[config.mk]
export PLATFORM = sky130hd
export DESIGN_NAME = cheat_loader_flat
export DESIGN_NICKNAME = d
export VERILOG_FILES = /design/src/rtl/cheat_loader_if.sv /design/src/rtl/cheat_loader.sv /design/src/flat_wrapper.sv
export SDC_FILE = /design/constraint.sdc
export NUM_CORES = 1
export LEC_CHECK = 0
export BUFFER_PORTS_ARGS = -buffer_cell sky130_fd_sc_hd__buf_2
export CAP_MARGIN = 30
export CORE_UTILIZATION = 47
export CTS_CLUSTER_SIZE = 24
export DETAILED_ROUTE_END_ITERATION = 8
export HOLD_SLACK_MARGIN = 0.12
export PLACE_DENSITY_LB_ADDON = 0.05
export SYNTH_ARGS = -nofsm -noshare
export SYNTH_HDL_FRONTEND = slang
export SYNTH_SLANG_ARGS = --single-unit
[constraint.sdc]
create_clock -name i_clk -period 2.3 [get_ports i_clk]
set_input_delay 0.575 -clock i_clk [delete_from_list [all_inputs] [get_ports i_clk]]
set_output_delay 0.575 -clock i_clk [all_outputs]
set_load 0.01 [all_outputs]
[src/rtl/cheat_loader_if.sv]
// Bundles the byte stream that carries cheat records and the Wishbone
// pipelined write channel of the cheat loader.
// The master view belongs to the loader; the slave view is for whatever
// feeds the stream bytes and answers the bus.
interface cheat_loader_if;
  // byte stream into the loader
  logic         i_byte_valid;
  logic [7:0]   i_byte;
  logic         o_byte_ready;

  // Wishbone pipelined write channel out of the loader
  logic         o_wb_cyc;
  logic         o_wb_stb;
  logic         o_wb_we;
  logic [1:0]   o_wb_addr;
  logic [128:0] o_wb_odata;
  logic         i_wb_ack;
  logic         i_wb_stall;
  logic         i_wb_err;

  modport master (
    input  i_byte_valid, i_byte, i_wb_ack, i_wb_stall, i_wb_err,
    output o_byte_ready, o_wb_cyc, o_wb_stb, o_wb_we, o_wb_addr, o_wb_odata
  );

  modport slave (
    output i_byte_valid, i_byte, i_wb_ack, i_wb_stall, i_wb_err,
    input  o_byte_ready, o_wb_cyc, o_wb_stb, o_wb_we, o_wb_addr, o_wb_odata
  );
endinterface

[src/rtl/cheat_loader.sv]
// Cheat list loader.
// Collects 5-byte cheat records (flags, addr hi, addr lo, compare, replace)
// from a byte stream and writes each one as a single 129-bit Wishbone word
// to address 1, tagging it with its 1-based slot number. Bus errors, ack
// timeouts, records beyond MAX_CHEATS and truncated records set a sticky
// error flag. The list ends with a load_end pulse, which commits it.
module cheat_loader #(
  parameter int MAX_CHEATS = 4,
  parameter int TIMEOUT    = 255
) (
  input  logic                  i_clk,
  input  logic                  i_reset,
  input  logic                  i_load_start,
  input  logic                  i_load_end,
  cheat_loader_if.master        bus,
  output logic                  o_cheats_loaded,
  output logic [7:0]            o_cheat_count,
  output logic                  o_error
);

  // The ack timer only has to represent 0..TIMEOUT-1.
  localparam int TW = (TIMEOUT > 1) ? $clog2(TIMEOUT) : 1;
  localparam logic [TW-1:0] TIMER_LAST = TW'(TIMEOUT - 1);
  localparam logic [7:0]    SLOT_LIMIT = 8'(MAX_CHEATS);

  typedef enum logic [2:0] {
    IDLE,
    COLLECT,
    REQ,
    WAIT_ACK,
    DONE
  } state_t;

  state_t         state_q, state_d;
  logic [2:0]     idx_q, idx_d;
  logic           cmpEn_q, cmpEn_d;
  logic [7:0]     addrHi_q, addrHi_d;
  logic [7:0]     addrLo_q, addrLo_d;
  logic [7:0]     cmpVal_q, cmpVal_d;
  logic [128:0]   odata_q, odata_d;
  logic [7:0]     count_q, count_d;
  logic           loaded_q, loaded_d;
  logic           error_q, error_d;
  logic           endPend_q, endPend_d;
  logic [TW-1:0]  timer_q, timer_d;
  logic           txnEnd;
  logic [128:0]   recordWord;

  // Assemble the bus word for the record completing with the current byte;
  // the slot is the one after the last successfully written record.
  always_comb begin
    recordWord          = '0;
    recordWord[111:104] = count_q + 8'd1;
    recordWord[96]      = cmpEn_q;
    recordWord[79:64]   = {addrHi_q, addrLo_q};
    recordWord[39:32]   = cmpVal_q;
    recordWord[7:0]     = bus.i_byte;
  end

  // Next-state logic: record collection, the single-beat bus write and the
  // bookkeeping of count, error and committed status.
  always_comb begin
    state_d   = state_q;
    idx_d     = idx_q;
    cmpEn_d   = cmpEn_q;
    addrHi_d  = addrHi_q;
    addrLo_d  = addrLo_q;
    cmpVal_d  = cmpVal_q;
    odata_d   = odata_q;
    count_d   = count_q;
    loaded_d  = loaded_q;
    error_d   = error_q;
    endPend_d = endPend_q;
    timer_d   = timer_q;
    txnEnd    = 1'b0;

    case (state_q)
      IDLE, DONE: begin
        if (i_load_start) begin
          state_d   = COLLECT;
          idx_d     = '0;
          count_d   = '0;
          loaded_d  = 1'b0;
          error_d   = 1'b0;
          endPend_d = 1'b0;
        end
      end

      COLLECT: begin
        if (i_load_start) begin
          // A new start throws away whatever list was in progress.
          idx_d     = '0;
          count_d   = '0;
          loaded_d  = 1'b0;
          error_d   = 1'b0;
          endPend_d = 1'b0;
        end else if (i_load_end) begin
          // Ending the list wins over a byte offered in the same cycle;
          // a half-received record is dropped and flagged.
          state_d  = DONE;
          loaded_d = 1'b1;
          idx_d    = '0;
          if (idx_q != 3'd0) begin
            error_d = 1'b1;
          end
        end else if (bus.i_byte_valid) begin
          case (idx_q)
            3'd0:    cmpEn_d  = bus.i_byte[0];
            3'd1:    addrHi_d = bus.i_byte;
            3'd2:    addrLo_d = bus.i_byte;
            3'd3:    cmpVal_d = bus.i_byte;
            default: ;
          endcase
          if (idx_q == 3'd4) begin
            idx_d = '0;
            if (count_q >= SLOT_LIMIT) begin
              // No slot left: the record is dropped without a bus cycle.
              error_d = 1'b1;
            end else begin
              odata_d = recordWord;
              state_d = REQ;
            end
          end else begin
            idx_d = idx_q + 3'd1;
          end
        end
      end

      REQ: begin
        if (i_load_end) begin
          endPend_d = 1'b1;
        end
        if (bus.i_wb_err) begin
          error_d = 1'b1;
          txnEnd  = 1'b1;
        end else if (!bus.i_wb_stall) begin
          if (bus.i_wb_ack) begin
            count_d = count_q + 8'd1;
            txnEnd  = 1'b1;
          end else begin
            state_d = WAIT_ACK;
            timer_d = '0;
          end
        end
      end

      WAIT_ACK: begin
        if (i_load_end) begin
          endPend_d = 1'b1;
        end
        if (bus.i_wb_err) begin
          error_d = 1'b1;
          txnEnd  = 1'b1;
        end else if (bus.i_wb_ack) begin
          count_d = count_q + 8'd1;
          txnEnd  = 1'b1;
        end else if (timer_q == TIMER_LAST) begin
          // A silent slave is handled exactly like a bus error.
          error_d = 1'b1;
          txnEnd  = 1'b1;
        end else begin
          timer_d = timer_q + TW'(1);
        end
      end

      default: begin
        state_d = IDLE;
      end
    endcase

    // A finished transaction either resumes collection or, if the list end
    // arrived while the bus was busy, commits the list now.
    if (txnEnd) begin
      if (endPend_q || i_load_end) begin
        state_d   = DONE;
        loaded_d  = 1'b1;
        endPend_d = 1'b0;
      end else begin
        state_d = COLLECT;
      end
    end
  end

  // State and datapath registers with synchronous reset.
  always_ff @(posedge i_clk) begin
    if (i_reset) begin
      state_q   <= IDLE;
      idx_q     <= '0;
      cmpEn_q   <= 1'b0;
      addrHi_q  <= '0;
      addrLo_q  <= '0;
      cmpVal_q  <= '0;
      odata_q   <= '0;
      count_q   <= '0;
      loaded_q  <= 1'b0;
      error_q   <= 1'b0;
      endPend_q <= 1'b0;
      timer_q   <= '0;
    end else begin
      state_q   <= state_d;
      idx_q     <= idx_d;
      cmpEn_q   <= cmpEn_d;
      addrHi_q  <= addrHi_d;
      addrLo_q  <= addrLo_d;
      cmpVal_q  <= cmpVal_d;
      odata_q   <= odata_d;
      count_q   <= count_d;
      loaded_q  <= loaded_d;
      error_q   <= error_d;
      endPend_q <= endPend_d;
      timer_q   <= timer_d;
    end
  end

  // Bus and stream controls depend only on the registered state, so a reset
  // or a finished transaction drops cyc on the very next cycle.
  assign bus.o_byte_ready = (state_q == COLLECT);
  assign bus.o_wb_cyc     = (state_q == REQ) || (state_q == WAIT_ACK);
  assign bus.o_wb_stb     = (state_q == REQ);
  assign bus.o_wb_we      = bus.o_wb_cyc;
  assign bus.o_wb_addr    = bus.o_wb_cyc ? 2'h1 : 2'h0;
  assign bus.o_wb_odata   = odata_q;

  assign o_cheats_loaded  = loaded_q;
  assign o_cheat_count    = count_q;
  assign o_error          = error_q;

endmodule

[src/flat_wrapper.sv]
// flat-port wrapper written by rule: the top's interface ports become plain ports
module cheat_loader_flat 
#(
  parameter int MAX_CHEATS = 4,
  parameter int TIMEOUT    = 255
)
  (i_clk, i_reset, i_load_start, i_load_end, o_cheats_loaded, o_cheat_count, o_error, bus_i_byte_valid, bus_i_byte, bus_i_wb_ack, bus_i_wb_stall, bus_i_wb_err, bus_o_byte_ready, bus_o_wb_cyc, bus_o_wb_stb, bus_o_wb_we, bus_o_wb_addr, bus_o_wb_odata);
  cheat_loader_if bus_i ();
  input  logic i_clk;
  input  logic i_reset;
  input  logic i_load_start;
  input  logic i_load_end;
  output logic o_cheats_loaded;
  output logic [7:0] o_cheat_count;
  output logic o_error;
  input wire logic [$bits(bus_i.i_byte_valid)-1:0] bus_i_byte_valid;
  input wire logic [$bits(bus_i.i_byte)-1:0] bus_i_byte;
  input wire logic [$bits(bus_i.i_wb_ack)-1:0] bus_i_wb_ack;
  input wire logic [$bits(bus_i.i_wb_stall)-1:0] bus_i_wb_stall;
  input wire logic [$bits(bus_i.i_wb_err)-1:0] bus_i_wb_err;
  output wire logic [$bits(bus_i.o_byte_ready)-1:0] bus_o_byte_ready;
  output wire logic [$bits(bus_i.o_wb_cyc)-1:0] bus_o_wb_cyc;
  output wire logic [$bits(bus_i.o_wb_stb)-1:0] bus_o_wb_stb;
  output wire logic [$bits(bus_i.o_wb_we)-1:0] bus_o_wb_we;
  output wire logic [$bits(bus_i.o_wb_addr)-1:0] bus_o_wb_addr;
  output wire logic [$bits(bus_i.o_wb_odata)-1:0] bus_o_wb_odata;
  assign bus_i.i_byte_valid = bus_i_byte_valid;
  assign bus_i.i_byte = bus_i_byte;
  assign bus_i.i_wb_ack = bus_i_wb_ack;
  assign bus_i.i_wb_stall = bus_i_wb_stall;
  assign bus_i.i_wb_err = bus_i_wb_err;
  assign bus_o_byte_ready = bus_i.o_byte_ready;
  assign bus_o_wb_cyc = bus_i.o_wb_cyc;
  assign bus_o_wb_stb = bus_i.o_wb_stb;
  assign bus_o_wb_we = bus_i.o_wb_we;
  assign bus_o_wb_addr = bus_i.o_wb_addr;
  assign bus_o_wb_odata = bus_i.o_wb_odata;
  cheat_loader #(.MAX_CHEATS(MAX_CHEATS), .TIMEOUT(TIMEOUT)) u_core (.i_clk(i_clk), .i_reset(i_reset), .i_load_start(i_load_start), .i_load_end(i_load_end), .bus(bus_i), .o_cheats_loaded(o_cheats_loaded), .o_cheat_count(o_cheat_count), .o_error(o_error));
endmodule
After elaboration in Yosys (flattened, before gate mapping)
Cells that the tools add are included.
{"block": "word_totals", "ff_bits": 91, "in_bits": 16, "out_inout_bits": 145, "elab_cells": 136}
{"block": "classes", "add_sub_neg": 3, "n_lt_le_gt_ge": 1, "eq_ne": 33, "n_mux": 62, "n_bitwise": 3, "reduce_logical": 22}
{"op": "8-bit two-way mux", "count": 11}
{"op": "3-bit two-way mux", "count": 16}
{"op": "1-bit two-way mux", "count": 27}
{"op": "5-bit AND reduction", "count": 5}
{"op": "8-bit one-hot mux with 3 select lines", "count": 1}
{"op": "4-bit by 3-bit != test with 1-bit output (second input constant)", "count": 5}
{"op": "3-bit by 2-bit != test with 1-bit output (second input constant)", "count": 6}
{"op": "9-bit AND reduction", "count": 2}
{"op": "8-bit by 1-bit adder with 8-bit output (second input constant)", "count": 2}
{"op": "2-bit != test (second input constant)", "count": 8}
{"op": "8-bit one-hot mux with 2 select lines", "count": 1}
{"op": "3-bit by 2-bit equality test with 1-bit output (second input constant)", "count": 4}
{"op": "3-bit one-hot mux with 4 select lines", "count": 1}
{"op": "8-bit equality test (second input constant)", "count": 1}
{"op": "8-bit by 3-bit greater-or-equal comparator with 1-bit output (second input constant)", "count": 1}
{"op": "7-bit AND reduction", "count": 1}
{"op": "3-bit by 1-bit equality test with 1-bit output (second input constant)", "count": 2}
{"op": "3-bit equality test (second input constant)", "count": 2}
{"op": "3-bit logical NOT", "count": 2}
{"op": "1-bit one-hot mux with 2 select lines", "count": 3}
{"op": "3-bit one-hot mux with 2 select lines", "count": 1}
{"op": "6-bit AND reduction", "count": 1}
{"op": "3-bit nonzero test", "count": 2}
{"op": "2-bit by 1-bit != test with 1-bit output (second input constant)", "count": 2}
{"op": "other kinds (12)", "count": 17}

Longest topological paths before layout
{"block": "depth", "word_depth": 8, "mapped_depth": 9, "depth_no_buf": 7}

Worst setup path after synthesis
Ideal clock, no wire load.
{"block": "synth_path", "path_kind": "flip-flop to flip-flop", "from": "register u_core.timer_q[0]", "to": "register u_core.state_q[0]", "setup_time_ns": 0.131, "t_arrival_ns": 1.569, "required_ns": 2.169, "slack_ns": 0.600, "stages_incl_launch_ff": 8, "path_buffers": 0, "period_less_slack_ns": 1.700, "path_cell_list": "dfxtp_1 > inv_1 > ha_1 > nand3_1 > or2_1 > a22o_1 > or3_4 > nor3b_1"}
{"block": "synth_via", "elab_chain_cells": 7, "word_cells_on_any_way": 16, "cone_classes": "eq/ne: 10; mux: 5; reduce/logical: 1"}
{"item": "start, declared", "line_no": "cheat_loader.sv:45", "source": "logic [TW-1:0] timer_q, timer_d;"}
{"item": "start signal, assigned", "line_no": "cheat_loader.sv:211", "source": "timer_q <= timer_d;"}
{"item": "8-bit equality test (*)", "line_no": "cheat_loader.sv:157", "source": "end else if (timer_q == TIMER_LAST) begin"}
{"item": "1-bit two-way mux (*)", "line_no": "cheat_loader.sv:157"}
{"item": "1-bit two-way mux (*)", "line_no": "cheat_loader.sv:154", "source": "end else if (bus.i_wb_ack) begin"}
{"item": "1-bit two-way mux (*)", "line_no": "cheat_loader.sv:151", "source": "if (bus.i_wb_err) begin"}
{"item": "1-bit one-hot mux with 2 select lines (*)", "line_no": "cheat_loader.sv:77", "source": "case (state_q)"}
{"item": "4-bit by 2-bit != test with 1-bit output (no line), or another cell as far along"}
{"item": "9-bit AND reduction (no line)"}
{"item": "end signal, assigned", "line_no": "cheat_loader.sv:200", "source": "state_q <= state_d;"}
{"item": "end, declared", "line_no": "cheat_loader.sv:34", "source": "state_t state_q, state_d;"}
Every way passes the cells marked *; elsewhere a longest branch is shown, timed or not.
A chain may end at the register's enable or synchronous reset.

Final worst setup path
{"block": "layout_path", "from": "register u_core.state_q[1]", "to": "output port bus_o_wb_addr[0]"}
{"block": "layout_via", "elab_chain_cells": 3, "word_cells_on_any_way": 4, "cone_classes": "eq/ne: 2; mux: 1; reduce/logical: 1"}
{"item": "3-bit by 2-bit equality test with 1-bit output", "line_no": "cheat_loader.sv:218", "source": "assign bus.o_wb_cyc = (state_q == REQ) || (state_q == WAIT_ACK);"}
{"item": "1-bit logical OR (*)", "line_no": "cheat_loader.sv:218"}
{"item": "1-bit two-way mux (*)", "line_no": "cheat_loader.sv:221", "source": "assign bus.o_wb_addr = bus.o_wb_cyc ? 2'h1 : 2'h0;"}
{"item": "end, declared", "line_no": "flat_wrapper.sv:25", "source": "output wire logic [$bits(bus_i.o_wb_addr)-1:0] bus_o_wb_addr;"}
Marks and branches as above.

==> key figures <==
Outcome
  • Status: finished clean

Synth
  • Asr flop ratio synth: 0
  • Post-Synthesis Cells: 554
  • Yosys reg bits: 91
  • Top post-synthesis cells by area: dfxtp_1, buf_4, nand2_1
  • Syn_area_per_cell: 8.22 sq um
  • Largest area contributor in the netlist: dfxtp_1
  • Syn Std Cell Area: 4550 sq um
  • Yosys cell types: 56
  • Synth top area share: 0.400
  • Post-synth EDFFs: 0
  • Most numerous cell in the Yosys netlist: buf_4
  • Ys flop type: dfxtp_1
  • Yosys warnings: 0
  • Synth cell count leaders: buf_4, nand2_1, dfxtp_1
  • Sequential area share after synthesis: 0.400

Job
  • Max Cap Viol: 0

GRT
  • First-pass GRT wire length: 14.7 mm
  • Initial antenna violation count: 0
  • Largest net degree at the start of global routing: 48
  • Vias in the first global route: 2,991
  • Total track usage: 0.185
  • GR Overflow Total: 0

Placed design
  • # port buffers: 71
  • HPWL Detailed: 6.69 mm
  • RePlAce Congestion: 0.831
  • Placed cells: 739
  • Worst slack, placed: 0.224 ns

Worst setup path
  • CP required: 1.73 ns
  • Kind of critical path: reg -> out
  • Endpoint class of the critical path: primary output
  • CP arrival: 1.55 ns
  • CP startpoint kind: flip-flop
  • Worst-path maximum fanout: 10

Clock network
  • CTS clk-pin slew, worst paths: 0.10 ns
  • CTS buffer count: 9
  • TritonCTS clock tree: yes
  • CTS root buf: clkbuf_8
  • Clock Sinks: 91
  • Hold_buf cts: 0
  • Post-CTS Setup Repair Bufs: 0
  • Clock Latency Late Sink: 0.36 ns
  • CTS resizes: 0
  • H-tree levels: 3
  • CTS Buffer Depth: 2

Detailed routing
  • Iteration-0 DRC Markers: 135
  • Routed wire per std cell: 12.4 microns
  • # DRC: 0
  • Drt total wl: 9.34 mm
  • Post-DRT Antenna Nets: 0
  • Via Count: 3,594
  • Via density per instance: 4.76
  • DR pass1 iterations: 4

Die
  • Starting density of the core: 0.488
  • Floorplan row count: 35
  • Die Y: 100 microns
  • Die area: 10,100 sq um
  • Ports: 161
  • DIE WIDTH: 100 microns
  • Core area: 9330 sq um

Layout
  • Non-Filler Instances: 755
  • Fraction of layout instances using a drive strength above 1: 0.176
  • # diodes: 0
  • Nets: 646
  • Area grow syn2layout: 8.22%

STA
  • Clock Skews: 0.0128 ns
  • RSZ-0062 raised after global routing: false
  • Final period utilization: 0.925
  • Setup TNS: 0 ns
  • Crit path setup slack, layout: 0.173 ns
  • Tightest Pin Transition: 0.523 ns
  • Shortest period the worst path allows: 2.13 ns
  • Final setup vio count: 0
  • Fmax: 0.470 GHz
  • Hold Vio Cnt, Final: 0
  • Worst hold slack: 0.445 ns
  • Slew Viols, Final: 0
  • Slew HR: 0.649

Worst hold path
  • Hold WC Path Type: reg -> reg

Power
  • PwrDens: 664 nW/um^2
  • Leakage: 2.08 nW
  • Worst VDD drop: 0.440 mV
-- worst max-delay path, stage by stage (launching register included) --
cell,delay (ns)
dfxtp_1,0.54
nand2b_2,0.18
inv_1,0.17
buf_4,0.17
buf_2,0.13
-- metrics by stage --
step | cell area [sq um] | utilization | total power, W
finish | 4930 | 0.528 | 0.00327
floorplan | 4880 | - | 0.00208
CTS | 4930 | 0.528 | 0.00331
detailed placement | 4700 | 0.504 | 0.00209
global route | 4930 | 0.528 | 0.00342
global placement | 4700 | 0.504 | 0.00209
-- kinds of logic (layout without fill, tap and decap cells) --
group	Yosys count	count (layout)	share of synthesized area
flops	91	91	0.400
xor+xnor	7	7	0.0135
mux	17	17	0.0374
simple gates	196	196	0.200
compound gates	99	99	0.130
buf+inv	134	118	0.194
fa+ha+maj	9	9	0.0247
other cells	1	89	0.000824
-- where the power goes --
part / switching (W) / total, W / internal, W
sequential: 0.0000374 / 0.00163 / 0.00159
combinational: 0.000292 / 0.000433 / 0.000141
clock: 0.000583 / 0.00121 / 0.000628
-- flip-flops by register name, summed over array words and instances (netlist names) --
name and count:
u_core.addrHi_q 8, u_core.addrLo_q 8, u_core.bus.o_wb_odata 41, u_core.cmpEn_q 1, u_core.cmpVal_q 8, u_core.endPend_q 1, u_core.idx_q 3, u_core.o_cheat_count 8
u_core.o_cheats_loaded 1, u_core.o_error 1, u_core.state_q 3, u_core.timer_q 8
-- per-layer routing --
metal / part of all wire / vias up / wire (microns) / global-route usage
met4: 0.012 / 0 / 114 / 0.0736
met3: 0.055 / 9 / 514 / 0.0390
li1: - / 1796 / - / -
met2: 0.44 / 135 / 4130 / 0.272
met1: 0.49 / 1654 / 4580 / 0.263
met5: 0 / - / 0 / 0
-- cell usage in the layout, fill, tap and decap left out, types with 2 or more instances in the layout --
cell	n
inv_1	16
nor3_1	4
dfxtp_1	91
inv_6	2
a21oi_1	57
bufinv_16	2
nand3b_1	4
and2_1	5
nor2_1	44
nand2_1	95
and3_1	6
buf_4	14
a211oi_1	6
buf_2	71
nor4_1	3
a311oi_1	4
o21ai_0	12
clkbuf_8	9
nand4_1	2
nor3_2	2
nor2b_1	3
nand3_1	14
nor4b_1	2
ha_1	9
nand2b_1	2
mux2i_1	17
xnor2_1	7
a22oi_1	2
conb_1	89
-- final timing paths --
check / startpoint / end / slack (ns) / depth (start not counted)
worst min register to register: u_core.cmpVal_q[3] / u_core.bus.o_wb_odata[35] / 0.44 / 2
worst max-delay path: u_core.state_q[1] / bus_o_wb_addr[0] / 0.17 / 4
worst max register to register: u_core.state_q[0] / u_core.bus.o_wb_odata[104] / 0.29 / 6
worst min-delay path: u_core.cmpVal_q[3] / u_core.bus.o_wb_odata[35] / 0.44 / 2
-- final cells by class --
type | count | area, sq um
Clock buffer | 10 | 128
Clock inverter | 6 | 96.3
Fill cell | 962 | 4400
Inverter | 16 | 60.1
Multi-Input combinational cell | 417 | 2180
Sequential cell | 91 | 1820
Tap cell | 129 | 161
Timing Repair Buffer | 86 | 480
No activity file was read; power rests on OpenSTA's default activity.
